### src/rtl/des_pkg.sv
// DES permutation tables and mode encodings shared by the permutation pipeline.
// Table entry i (0-based) gives the 1-based DES input bit feeding DES output bit i+1.
// DES bit n (n = 1 is the MSB) maps to vector bit 64-n within a 64-bit lane.
package des_pkg;

  localparam logic [1:0] MODE_IP  = 2'b00;
  localparam logic [1:0] MODE_FP  = 2'b01;
  localparam logic [1:0] MODE_BYP = 2'b10;
  localparam logic [1:0] MODE_RSV = 2'b11;

  localparam int IP_TABLE [64] = '{
    58, 50, 42, 34, 26, 18, 10, 2,
    60, 52, 44, 36, 28, 20, 12, 4,
    62, 54, 46, 38, 30, 22, 14, 6,
    64, 56, 48, 40, 32, 24, 16, 8,
    57, 49, 41, 33, 25, 17,  9, 1,
    59, 51, 43, 35, 27, 19, 11, 3,
    61, 53, 45, 37, 29, 21, 13, 5,
    63, 55, 47, 39, 31, 23, 15, 7
  };

  localparam int FP_TABLE [64] = '{
    40, 8, 48, 16, 56, 24, 64, 32,
    39, 7, 47, 15, 55, 23, 63, 31,
    38, 6, 46, 14, 54, 22, 62, 30,
    37, 5, 45, 13, 53, 21, 61, 29,
    36, 4, 44, 12, 52, 20, 60, 28,
    35, 3, 43, 11, 51, 19, 59, 27,
    34, 2, 42, 10, 50, 18, 58, 26,
    33, 1, 41,  9, 49, 17, 57, 25
  };

endpackage

### src/rtl/des_perm64.sv
// Single 64-bit lane DES permutation (IP, FP or pass-through), pure wiring plus a mux.
// Latency: combinational, zero cycles.
// Backpressure: none; the enclosing pipeline handles flow control.
module des_perm64
  import des_pkg::*;
(
  input  logic [1:0]  mode,
  input  logic [63:0] din,
  output logic [63:0] dout
);

  logic [63:0] ip_bits;
  logic [63:0] fp_bits;

  // Both permutations are fixed wiring generated from the package tables.
  for (genvar i = 0; i < 64; i++) begin : g_bit
    assign ip_bits[63-i] = din[64-IP_TABLE[i]];
    assign fp_bits[63-i] = din[64-FP_TABLE[i]];
  end

  // Select the permuted view; bypass and the reserved code both pass data through.
  always_comb begin
    dout = din;
    case (mode)
      MODE_IP: dout = ip_bits;
      MODE_FP: dout = fp_bits;
      default: dout = din;
    endcase
  end

endmodule

### src/rtl/des_perm_pipe.sv
// Multi-lane DES IP/FP/bypass unit with a PIPE_STAGES-deep register pipeline and a transfer counter.
// Latency: PIPE_STAGES cycles from input acceptance to out_valid.
// Backpressure: global stall; every stage holds while out_valid & ~out_ready, and in_ready follows.
module des_perm_pipe
  import des_pkg::*;
#(
  parameter int NUM_LANES   = 2,
  parameter int PIPE_STAGES = 1,
  parameter int TAG_W       = 4
) (
  input  logic                    clk,
  input  logic                    rst_n,
  input  logic                    in_valid,
  output logic                    in_ready,
  input  logic [1:0]              in_mode,
  input  logic [TAG_W-1:0]        in_tag,
  input  logic [64*NUM_LANES-1:0] in_data,
  output logic                    out_valid,
  input  logic                    out_ready,
  output logic [TAG_W-1:0]        out_tag,
  output logic [64*NUM_LANES-1:0] out_data,
  output logic                    out_err,
  output logic [15:0]             xfer_count
);

  localparam int DW = 64 * NUM_LANES;

  typedef struct packed {
    logic             vld;
    logic [TAG_W-1:0] tag;
    logic             err;
    logic [DW-1:0]    dat;
  } stage_t;

  stage_t        stage_q [PIPE_STAGES];
  stage_t        stage_d [PIPE_STAGES];
  logic [DW-1:0] perm_dat;
  logic          advance;
  logic [15:0]   count_q;
  logic [15:0]   count_d;

  // One permutation instance per lane; lanes never mix bits.
  for (genvar g = 0; g < NUM_LANES; g++) begin : g_lane
    des_perm64 u_perm (
      .mode (in_mode),
      .din  (in_data[64*g +: 64]),
      .dout (perm_dat[64*g +: 64])
    );
  end

  // The whole pipe moves only when the output slot is empty or being drained.
  assign advance   = ~stage_q[PIPE_STAGES-1].vld | out_ready;
  assign in_ready  = advance;

  assign out_valid  = stage_q[PIPE_STAGES-1].vld;
  assign out_tag    = stage_q[PIPE_STAGES-1].tag;
  assign out_err    = stage_q[PIPE_STAGES-1].err;
  assign out_data   = stage_q[PIPE_STAGES-1].dat;
  assign xfer_count = count_q;

  // Next-state of the stage array: shift everything one slot on advance, else hold.
  always_comb begin
    for (int s = 0; s < PIPE_STAGES; s++) begin
      stage_d[s] = stage_q[s];
    end
    if (advance) begin
      stage_d[0].vld = in_valid;
      stage_d[0].tag = in_tag;
      stage_d[0].err = in_valid & (in_mode == MODE_RSV);
      stage_d[0].dat = perm_dat;
      for (int s = 1; s < PIPE_STAGES; s++) begin
        stage_d[s] = stage_q[s-1];
      end
    end
  end

  // Completed-transfer counter that sticks at all-ones.
  always_comb begin
    count_d = count_q;
    if (out_valid && out_ready && (count_q != 16'hFFFF)) begin
      count_d = count_q + 16'd1;
    end
  end

  // Stage registers and counter; reset drops any in-flight transactions.
  always_ff @(posedge clk) begin
    if (!rst_n) begin
      for (int s = 0; s < PIPE_STAGES; s++) begin
        stage_q[s] <= '0;
      end
      count_q <= '0;
    end else begin
      for (int s = 0; s < PIPE_STAGES; s++) begin
        stage_q[s] <= stage_d[s];
      end
      count_q <= count_d;
    end
  end

endmodule

### config.mk
export PLATFORM = sky130hd
export DESIGN_NAME = des_perm_pipe
export DESIGN_NICKNAME = d
export VERILOG_FILES = /design/src/rtl/des_pkg.sv /design/src/rtl/des_perm64.sv /design/src/rtl/des_perm_pipe.sv
export SDC_FILE = /design/constraint.sdc
export NUM_CORES = 1
export LEC_CHECK = 0
export CORE_MARGIN = 4
export CORE_UTILIZATION = 49
export DETAILED_ROUTE_END_ITERATION = 10
export HOLD_SLACK_MARGIN = 0.1
export PLACE_DENSITY = 0.85
export SLEW_MARGIN = 20
export SYNTH_ARGS = -nofsm -noshare
export SYNTH_HDL_FRONTEND = slang
export SYNTH_SLANG_ARGS = --single-unit
### constraint.sdc
create_clock -name clk -period 4.75 [get_ports clk]
set_input_delay 0.95 -clock clk [delete_from_list [all_inputs] [get_ports clk]]
set_output_delay 0.95 -clock clk [all_outputs]
set_load 0.05 [all_outputs]
* After elaboration in Yosys (flattened, before gate mapping)
Memories as Yosys holds them, arrays and structs flattened.
Index checks and enable logic that the tools add are counted.
** Storage, ports and cells
- Bits in registers :: 16
- RAM bits :: 134
- Bits of input ports :: 138
- Output and inout bits :: 151
- Word-level logic and storage cells :: 20
- Memories :: 1
** Memory list
- stage_q :: depth 1, bits a word 134, rd ports 1, clocked after Yosys merged registers in 0, write ports 1, line des_perm_pipe.sv:35 : stage_t stage_q [PIPE_STAGES];
** Cells by class
- $add $sub $neg :: 1
- Equal/unequal tests :: 3
- Muxes and demuxes :: 7
- Bitwise logic cells :: 3
- Reduce and logical (&&, ||, !) cells :: 4
** Operators by type and width (count)
- $mux 134 :: 2
- $pmux 64 s2 :: 2
- $reduce_or 134->1 :: 1
- $add 16x1->16 const B :: 1
- $ne 16x16->1 const B :: 1
- $mux 1 :: 3
- $eq 2x1->1 const B :: 1
- $eq 2x2->1 const B :: 1
- $logic_and 1x1->1 :: 2
- $logic_not 2->1 :: 1
- $and 1x1->1 :: 1
- $not 1->1 :: 1
- $or 1x1->1 :: 1

* Logic depth before layout (Yosys ltp)
Gate-level depths: netlist (run 1).
- Depth in word-level cells :: 4
- Mapped depth :: 7
- Mapped depth without buffers :: 5

* Cells and area by module
From an unflattened synthesis (run 1), not the netlist that was laid out.
** Second synthesis, totals
- Cells, all modules :: 1090
- Area, all modules :: 8084.0 sq um
** By module, submodules not included
- des_perm_pipe :: times used 1, cells an instance 682, area an instance 5429.0 sq um
- des_perm64 :: times used 2, cells an instance 204, area an instance 1327.5 sq um

* Least setup slack after synthesis (run 1)
No wires, ideal clock.
- Kind :: input port to output port
- Start :: input out_ready
- End :: output in_ready
- Arrival :: 2.071 ns
- Data required time :: 3.800 ns
- Slack :: 1.729 ns
- Cell stages on the path :: 5
- Cell sequence :: nor2b_1 clkbuf_1 inv_1 clkbuf_1 clkbuf_1
** Between the ends
- Longest elaborated chain between the ends :: 1
** RTL lines
- from (decl) :: line des_perm_pipe.sv:19 : input logic out_ready,
- $or 1x1->1 :: line des_perm_pipe.sv:52 : assign advance = ~stage_q[PIPE_STAGES-1].vld | out_ready;
- to (decl) :: line des_perm_pipe.sv:14 : output logic in_ready,
Every way passes these cells.

* Worst setup path in the final report (run 1)
Same ends and word-level chain as after synthesis.

==> results of run 1 <==
-- through the flow --
step / setup slack (ns) / instances / total power, W / hold WS, ns
global route: 1.15 / 1534 / 0.00393 / 0.462
floorplan: 1.73 / 1078 / 0.00200 / 0.671
detailed placement: 1.25 / 1503 / 0.00240 / 0.442
finish: 1.25 / 1534 / 0.00379 / 0.450
CTS: 1.24 / 1534 / 0.00380 / 0.450
global placement: 1.24 / 1503 / 0.00239 / 0.437
-- layout by cell type (no fill, tap or decap), types with 3 or more instances in the layout --
master	netlist	layout
inv_1	5	3
o31ai_1	6	6
clkbuf_8	0	4
mux2i_1	124	124
buf_4	0	10
a211oi_1	6	6
a21oi_1	135	135
or4_1	4	4
nand2_1	386	386
bufinv_16	0	3
o21ai_0	124	124
clkbuf_16	0	17
nand4_1	4	4
nand3_1	5	5
or3_1	3	3
clkdlybuf4s50_1	0	285
dfxtp_1	150	150
nor3_1	5	5
clkinv_2	0	3
nor2_1	8	8
-- critical path, stage by stage --
cell	delay (ns)
clkdlybuf4s50_1	0.54
nor2b_4	0.05
buf_4	0.23
inv_4	0.46
buf_4	0.30
-- per-layer routing --
layer | part of all wire [%] | wire length (µm) | vias up
met4 | 3.9 | 1040 | 0
met2 | 47 | 12400 | 353
met5 | 0 | 0 | -
met1 | 41 | 10900 | 3874
met3 | 7.7 | 2030 | 59
li1 | - | - | 4125
-- cells by family after synthesis --
kind of cell / synth area share (%)
AOI/OAI and AO/OA: 19.2
xor gates and xnor gates: 0.223
adders and majority gates: 0.159
buffers and inverters: 4.85
DFF: 38.3
muxes: 15.8
and+or+nand+nor: 21.5
-- worst max path at each step --
stage	from	to	slack, ns	depth (start not counted)
floorplan	out_ready	in_ready	1.73	5
global placement	out_ready	in_ready	1.24	5
detailed placement	out_ready	in_ready	1.25	5
CTS	out_ready	in_ready	1.24	5
global route	out_ready	in_ready	1.15	5
finish	out_ready	in_ready	1.25	5
-- final cells by class --
cell class / count / area (µm²)
inverter: 5 / 23.8
fill: 1298 / 4420
clock inverter: 8 / 121
sequential: 150 / 3000
timing repair buffer: 298 / 2970
multi-input combinational: 834 / 4470
tap: 216 / 270
clock buffer: 23 / 488
-- power by group through the flow --
stage / sequential [W] / combinational [W] / clock [W]
floorplan: 0.00171 / 0.000296 / 0
global placement: 0.00142 / 0.000971 / 0
detailed placement: 0.00142 / 0.000981 / 0
CTS: 0.00139 / 0.000986 / 0.00142
global route: 0.00140 / 0.00105 / 0.00147
finish: 0.00139 / 0.000991 / 0.00140
-- registers in the layout, indices dropped and copies added (netlist names) --
name,cells
stage_q,134
xfer_count,16
-- synth_stat cells, types with 2 or more instances --
cell type and n:
xor2_1 2, or4_1 4, or3_1 3, o31ai_1 6, buf_1 8, o21a_1 2
o211ai_1 2, inv_1 5, nor3_1 5, nand4_1 4, nand3_1 5, nor2_1 8
nor4_1 2, dfxtp_1 150, mux2i_1 124, a21oi_1 135, and2_1 2, buf_2 16
a211oi_1 6, clkbuf_1 64, nand2_1 386, o21ai_0 124
==> flow_metrics.env, run 1 <==
export IMPL_cp_arrival_ns=2.55
export IMPL_crit_path_start_kind="primary input"
export IMPL_irDropWorstVdd_uv=250
export IMPL_power_density_mw_per_mm2=334
export IMPL_power_leakage_nw=4.62
export IMPL_num_antenna_cells=0
export IMPL_ys_ff_latch=150
export IMPL_die_area_mm2=0.0181
export IMPL_status="complete, no violations"
export IMPL_num_rows=46
export IMPL_route_detailed_drc=0
export IMPL_boundaryPins=289
export IMPL_ys_types=37
export IMPL_finalCritPeriodShare_pct=73.7
export IMPL_antenna_found_initial=0
export IMPL_swShare_pct=31.5
export IMPL_cp_required_ns=3.80
export IMPL_first_pass_iters=5
export IMPL_synth_fp_nets=1217
export IMPL_hp_class="register to register"
export IMPL_use_met2_pct=45.1
export IMPL_grt_start_max_net_pins=156
export IMPL_hold_viol=0
export IMPL_ys_seq_area_share_pct=38.3
export IMPL_cts_htree_levels=4
export IMPL_port_buffers=288
export IMPL_yosys_top_cells_area="dfxtp_1 (38%), nand2_1 (18%), mux2i_1 (16%), a21oi_1 (8.6%), o21ai_0 (7.9%)"
export IMPL_synth_warning_count=0
export IMPL_cts_root_buf="clkbuf_16"
export IMPL_fp_dieH_um=135
export IMPL_grt_pass1_wl_mm=40.4
export IMPL_holdPathEnd="stage_q[0][99]$_SDFFE_PN0P_"
export IMPL_min_from="stage_q[0][99]$_SDFFE_PN0P_"
export IMPL_pwr_share_seq_pct=36.8
export IMPL_yosysTopAreaCell="dfxtp_1"
export IMPL_rsz0062_at_grt="false"
export IMPL_rr_startpoint="stage_q[0][133]$_SDFFE_PN0P_"
export IMPL_top_usage_layer="met2"
export IMPL_dr_first_iter_drc_count=623
export IMPL_use_met1_pct=36.0
export IMPL_core_area_mm2=0.0158
export IMPL_netlist_area_mm2=0.00785
export IMPL_power_frac_clock_pct=37.1
export IMPL_syn_to_final_growth_pct=44.6
export IMPL_synth_top_area_share_pct=38.3
export IMPL_grtUsageMet3_pct=7.30
export IMPL_async_flop_share_pct=0
export IMPL_cts_tree="yes"
export IMPL_fin_util_pct=72.0
export IMPL_synthFlopType="dfxtp_1"
export IMPL_regToRegEndpoint="stage_q[0][28]$_SDFFE_PN0P_"
export IMPL_fin_skew_ns=0.00675
export IMPL_routed_wl_mm=26.3
export IMPL_dp_hpwl_mm=18.7
export IMPL_p_int_w=0.00260
export IMPL_worst_slew_pin_slew_ns=1.08
export IMPL_crit_type="primary input to output pin"
export IMPL_p_sw_w=0.00119
export IMPL_vias_per_cell=5.48
export IMPL_maxSlewViolCount=0
export IMPL_fmax_mhz=286
export IMPL_syn_inst=1078
export IMPL_cp_end_kind="output pin"
export IMPL_grt_usage_pct=28.1
export IMPL_postCtsHoldBufs=0
export IMPL_place_congestion=0.912
export IMPL_setup_tns_ns=0
export IMPL_routedWlPerCell_um=17.2
export IMPL_maxSlewHeadroom_pct=27.8
export IMPL_grt_pass1_vias=7635
export IMPL_place_area_mm2=0.0107
export IMPL_final_antenna_net_count=0
export IMPL_synth_avg_cell_area_um2=7.28
export IMPL_grt_ovfl_total=0
export IMPL_clkTransAtPathRegs_ns=0.06
export IMPL_drive_gt1_share_pct=3.87
export IMPL_design_area_mm2=0.0114
export IMPL_start_util_pct=49.8
export IMPL_die_width_um=135
export IMPL_clockBufferDepth=2
export IMPL_cap_violations=0
export IMPL_period_needed_ns=3.50
export IMPL_crit_fanout=56
export IMPL_fin_nets=1445
export IMPL_post_cts_buffers=0
export IMPL_setup_viol=0
export IMPL_whs_path_depth=2
export IMPL_cts_sinks=150
export IMPL_combinationalPowerShare_pct=26.2
export IMPL_synth_edf_count=0
export IMPL_worstRegToRegCells=6
export IMPL_vias=8411
export IMPL_reg2reg_slack_ns=2.30
export IMPL_ctsResizeCount=0
export IMPL_numCtsBuffers=17
export IMPL_clk_latency_ns=0.42
No activity file was read; power rests on OpenSTA's default activity.
==> run 2: changes to the inputs <==
- CORE_UTILIZATION: 49 -> 41
- PLACE_DENSITY: 0.85 -> 0.76
- clock period: 4.75 -> 3.1 ns (I/O delays scaled with it)
==> run 2 against run 1 <==
Compared with the run above:
- register-to-register slack lost 1.1 ns
- routed wire length increased by 1.1%
- die area grew 18%
- power up 52%
- final cell count is 1.8% higher
- via count fell by 2.7%
- sequential power up 53%
- setup slack got worse by 0.54 ns
- clock skew increased by 0.0017 ns
- flip-flop and latch count unchanged
- global-route usage is 4.3 points lower
- critical path depth decreased by 4
- critical path type is now register to output pin
- critical endpoint is now xfer_count[4]
==> flow_metrics.env, run 2 (synthesis results as in run 1) <==
export IMPL_status="complete, no violations"
export IMPL_boundaryPins=289
export IMPL_ctsResizeCount=0
export IMPL_critPathTopFamily="buffers and inverters"
export IMPL_cap_violations=0
export IMPL_critPathBufInv=1
export IMPL_cp_num_cells=1
export IMPL_syn_to_final_growth_pct=46.4
export IMPL_die_width_um=146
export IMPL_first_pass_iters=5
export IMPL_place_ws_ns=0.699
export IMPL_whs_path_depth=2
export IMPL_layout_commonest_cell="nand2_1"
export IMPL_rsz0062_at_grt="false"
export IMPL_hp_class="register to register"
export IMPL_cts_tree="yes"
export IMPL_fillCellCount=1706
export IMPL_place_congestion=0.847
export IMPL_grt_ovfl_total=0
export IMPL_crit_chain="clkdlybuf4s50_1"
export IMPL_finalCritPeriodShare_pct=77.2
export IMPL_irDropWorstVdd_uv=396
export IMPL_cp_required_ns=2.48
export IMPL_worst_slew_pin_slew_ns=0.705
export IMPL_grt_pass1_wl_mm=41.0
export IMPL_vias=8184
export IMPL_stdcell_count=1562
export IMPL_postCtsHoldBufs=0
export IMPL_final_antenna_net_count=0
export IMPL_clk_latency_ns=0.42
export IMPL_crit_fanout=9
export IMPL_cp_end_kind="output pin"
export IMPL_setup_tns_ns=0
export IMPL_largest_reg_flops=134
export IMPL_clockBufferDepth=2
export IMPL_crit_type="register to output pin"
export IMPL_fin_skew_ns=0.00850
export IMPL_cts_sinks=150
export IMPL_slowest_stage="clkdlybuf4s50_1"
export IMPL_core_area_mm2=0.0188
export IMPL_post_cts_buffers=0
export IMPL_mostFrequentLayoutCells="nand2_1 (386), clkdlybuf4s50_1 (285), dfxtp_1 (150)"
export IMPL_cp_arrival_ns=1.77
export IMPL_grt_start_max_net_pins=131
export IMPL_dr_first_iter_drc_count=506
export IMPL_die_area_mm2=0.0214
export IMPL_power_density_mw_per_mm2=500
export IMPL_port_buffers=288
export IMPL_numCtsBuffers=17
export IMPL_grt_usage_pct=23.8
export IMPL_num_rows=50
export IMPL_fin_nets=1452
export IMPL_drive_gt1_share_pct=4.52
export IMPL_crit_path_start_kind="register"
export IMPL_reg2reg_slack_ns=1.19
export IMPL_period_needed_ns=2.39
export IMPL_cts_root_buf="clkbuf_16"
export IMPL_route_detailed_drc=0
export IMPL_routed_wl_mm=26.6
export IMPL_clkTransAtPathRegs_ns=0.06
export IMPL_dp_hpwl_mm=19.4
export IMPL_fp_dieH_um=146
export IMPL_fin_ws_ns=0.708
export IMPL_fmax_mhz=418
export IMPL_multi_input_area_mm2=0.00447
export IMPL_maxSlewViolCount=0
export IMPL_cts_htree_levels=4
export IMPL_regMostFlops="stage_q"
export IMPL_power_leakage_nw=4.65
export IMPL_grt_pass1_vias=7434
export IMPL_worstRegToRegCells=5
export IMPL_max_stage_delay_ns=0.87
export IMPL_maxSlewHeadroom_pct=52.9
export IMPL_hold_viol=0
export IMPL_antenna_found_initial=2
export IMPL_routedWlPerCell_um=17.1
export IMPL_setup_viol=0
export IMPL_placed_cells=1528
export IMPL_vias_per_cell=5.24
export IMPL_regArea_mm2=0.00300
export IMPL_start_util_pct=41.8
[run 2: cell types whose count changed in the layout (fill, tap and decap cells not counted), sizes merged, moves of 2 or more]
cell      delta
clkinvlp     +5
clkbuf       -2
clkinv       -2
diode        +2
buf          +7
[run 2: tightest hold or removal path: cells and delay by family, from the launching register on]
family | cells | cell delay, ns
flops | 1 | 0.31
simple gates | 1 | 0.05
compound gates | 1 | 0.05
[run 2: final timing paths]
path / from / end
max: xfer_count[4]$_SDFFE_PN0P_ / xfer_count[4]
min: stage_q[0][129]$_SDFFE_PN0P_ / stage_q[0][129]$_SDFFE_PN0P_
max reg2reg: xfer_count[0]$_SDFFE_PN0P_ / xfer_count[3]$_SDFFE_PN0P_
min reg2reg: stage_q[0][129]$_SDFFE_PN0P_ / stage_q[0][129]$_SDFFE_PN0P_
[run 2: metal layers]
metal  up-vias  part of all wire, %  global-route usage [%]
li1       4133                    -                       -
met1      3768                   44                    30.8
met2       238                   47                    38.3
met3        45                  6.5                    6.39
met4         0                  2.8                    8.47
met5         -                    0                       0
[run 2: cell type report]
class | count | share of cell area [%]
Multi-Input combinational cell | 834 | 38.9
Timing Repair Buffer | 305 | 27.0
Sequential cell | 150 | 26.1
Clock buffer | 21 | 4.09
Tap cell | 234 | 2.55
Clock inverter | 11 | 1.08
Inverter | 5 | 0.207
Antenna cell | 2 | 0.0436
[run 2: where the power goes]
| group | total (W) | leakage [nW] | internal (W) | switching [W] |
|---|---|---|---|---|
| Combinational | 0.00153 | 3.14 | 0.000583 | 0.000946 |
| Clock | 0.00208 | 0.274 | 0.00125 | 0.000833 |
| Sequential | 0.00213 | 1.24 | 0.00206 | 0.0000703 |
| Total | 0.00574 | 4.65 | 0.00389 | 0.00185 |
[run 2: metrics by stage]
step                area [µm²]  hold WS, ns  util, %  total power (W)
global placement         10900        0.437     58.0          0.00368
finish                   11500        0.448     61.2          0.00574
detailed placement       10900        0.442     58.0          0.00369
floorplan                 7850        0.671        -          0.00307
CTS                      11500        0.450     61.2          0.00578
global route             11500        0.462     61.2          0.00598
==> run 3: changes to the inputs <==
- clock period: 3.1 -> 2.2 ns (I/O delays scaled with it)
==> run 3 against run 2 <==
Compared with the run above:
- clock skew fell by 0.0016 ns
- core utilization rose by 1.7 points
- clock power up 50%
- largest power group is now clock
- final cell count rose by 2.0%
- routed wire length is 2.6% higher
- non-clock buffer count grew 34
- setup slack got worse by 0.66 ns
- clock-buffer cell count down 2
- via count grew 2.4%
==> flow_metrics.env, run 3 (synthesis results as in run 1) <==
export IMPL_boundaryPins=289
export IMPL_reg2reg_slack_ns=0.24
export IMPL_fin_nets=1486
export IMPL_period_needed_ns=2.15
export IMPL_clkTransAtPathRegs_ns=0.06
export IMPL_regMostFlops="stage_q"
export IMPL_cp_arrival_ns=1.71
export IMPL_crit_path_start="xfer_count[6]$_SDFFE_PN0P_"
export IMPL_antenna_found_initial=0
export IMPL_grt_usage_pct=24.6
export IMPL_cp_end_kind="output pin"
export IMPL_routedWlPerCell_um=17.2
export IMPL_hold_viol=0
export IMPL_worst_slew_pin_slew_ns=0.630
export IMPL_power_leakage_nw=4.94
export IMPL_fp_dieH_um=146
export IMPL_cts_htree_levels=4
export IMPL_max_stage_delay_ns=0.85
export IMPL_stdcell_count=1593
export IMPL_die_width_um=146
export IMPL_num_rows=50
export IMPL_irDropWorstVdd_uv=608
export IMPL_numCtsBuffers=17
export IMPL_route_detailed_drc=0
export IMPL_layout_commonest_cell="nand2_1"
export IMPL_crit_type="register to output pin"
export IMPL_mostFrequentLayoutCells="nand2_1 (386), clkdlybuf4s50_1 (268), dfxtp_1 (150)"
export IMPL_postCtsHoldBufs=0
export IMPL_cp_required_ns=1.76
export IMPL_finalCritPeriodShare_pct=97.6
export IMPL_grt_pass1_wl_mm=42.1
export IMPL_placed_cells=1562
export IMPL_place_congestion=0.880
export IMPL_status="complete, no violations"
export IMPL_crit_path_start_kind="register"
export IMPL_regToRegEndpoint="xfer_count[3]$_SDFFE_PN0P_"
export IMPL_drive_gt1_share_pct=7.95
export IMPL_clockBufferDepth=2
export IMPL_vias=8378
export IMPL_grt_ovfl_total=0
export IMPL_grt_start_max_net_pins=68
export IMPL_maxSlewHeadroom_pct=57.9
export IMPL_routed_wl_mm=27.3
export IMPL_hp_class="register to register"
export IMPL_cts_sinks=150
export IMPL_critPathTopFamily="buffers and inverters"
export IMPL_cap_violations=0
export IMPL_maxSlewViolCount=0
export IMPL_setup_viol=0
export IMPL_final_antenna_net_count=0
export IMPL_critPathBufInv=1
export IMPL_dp_hpwl_mm=20.3
export IMPL_port_buffers=288
export IMPL_fin_skew_ns=0.00694
export IMPL_rsz0062_at_grt="false"
export IMPL_power_density_mw_per_mm2=705
export IMPL_dr_first_iter_drc_count=463
export IMPL_first_pass_iters=7
export IMPL_start_util_pct=41.8
export IMPL_core_area_mm2=0.0188
export IMPL_cts_root_buf="clkbuf_16"
export IMPL_largest_reg_flops=134
export IMPL_die_area_mm2=0.0214
export IMPL_cts_tree="yes"
export IMPL_num_antenna_cells=0
export IMPL_cp_num_cells=1
export IMPL_crit_chain="clkdlybuf4s50_1"
export IMPL_worstRegToRegCells=5
export IMPL_fin_util_pct=63.0
export IMPL_rr_startpoint="xfer_count[0]$_SDFFE_PN0P_"
export IMPL_clk_latency_ns=0.42
export IMPL_syn_to_final_growth_pct=50.6
export IMPL_slowest_stage="clkdlybuf4s50_1"
export IMPL_grt_pass1_vias=7802
export IMPL_setup_worst_path_end="xfer_count[6]"
export IMPL_fmax_mhz=466
export IMPL_vias_per_cell=5.26
export IMPL_setup_tns_ns=0
export IMPL_crit_fanout=6
run 3: cell count changes in the layout (fill, tap and decap cells not counted), sizes merged:
cell           change
buf               +48
bufinv             +2
clkinv             +1
dlygate4sd2        +1
clkdlybuf4s50     -17
diode              -2
dlymetal6s2s       +2
clkinvlp           -3
inv                +1
clkbuf             -2
run 3: power by group:
| part | internal, W | leakage (nW) | switching, W |
|---|---|---|---|
| combinational | 0.000861 | 3.39 | 0.00134 |
| sequential | 0.00290 | 1.24 | 0.000102 |
| clock | 0.00195 | 0.302 | 0.00117 |
run 3: timing repair:
item,in CTS,in global routing
gates resized for setup,1,2
buffers inserted,0,0
endpoints found under the setup margin,1,3
pin swaps,0,1
run 3: layout make-up:
| class | count | area (µm²) |
|---|---|---|
| fillers | 1622 | 6950 |
| repair buffers | 339 | 3400 |
| flip-flops and latches | 150 | 3000 |
| inverters | 5 | 23.8 |
| clock inverters | 12 | 175 |
| well taps | 234 | 293 |
| clock buffers | 19 | 453 |
| multi-input cells | 834 | 4470 |
run 3: metal layers:
layer  vias up  routed length [µm]  GRT usage (%)  part of all wire, %
met1      3838               11800           32.4                   43
met5         -                   0              0                    0
met4         0                 901           10.2                  3.3
met3        56                2020           6.02                  7.4
li1       4201                   -              -                    -
met2       283               12600           38.7                   46
run 3: worst min-delay path by stage:
stage / from / to / slack, ns / cells after the start
floorplan: rst_n / xfer_count[4]$_SDFFE_PN0P_ / 0.56 / 1
global placement: stage_q[0][105]$_SDFFE_PN0P_ / stage_q[0][105]$_SDFFE_PN0P_ / 0.44 / 2
detailed placement: stage_q[0][16]$_SDFFE_PN0P_ / stage_q[0][16]$_SDFFE_PN0P_ / 0.44 / 2
CTS: stage_q[0][34]$_SDFFE_PN0P_ / stage_q[0][34]$_SDFFE_PN0P_ / 0.45 / 2
global route: stage_q[0][108]$_SDFFE_PN0P_ / stage_q[0][108]$_SDFFE_PN0P_ / 0.46 / 2
finish: stage_q[0][3]$_SDFFE_PN0P_ / stage_q[0][3]$_SDFFE_PN0P_ / 0.45 / 2
run 3: through the flow:
step / instance area (µm²) / hold slack [ns] / total power (W) / setup slack [ns]
global route: 11800 / 0.464 / 0.00866 / 0.00459
CTS: 11800 / 0.450 / 0.00839 / 0.0201
finish: 11800 / 0.447 / 0.00833 / 0.0519
floorplan: 7850 / 0.558 / 0.00433 / 0.153
detailed placement: 11200 / 0.443 / 0.00526 / 0.0727
global placement: 11200 / 0.437 / 0.00524 / 0.113
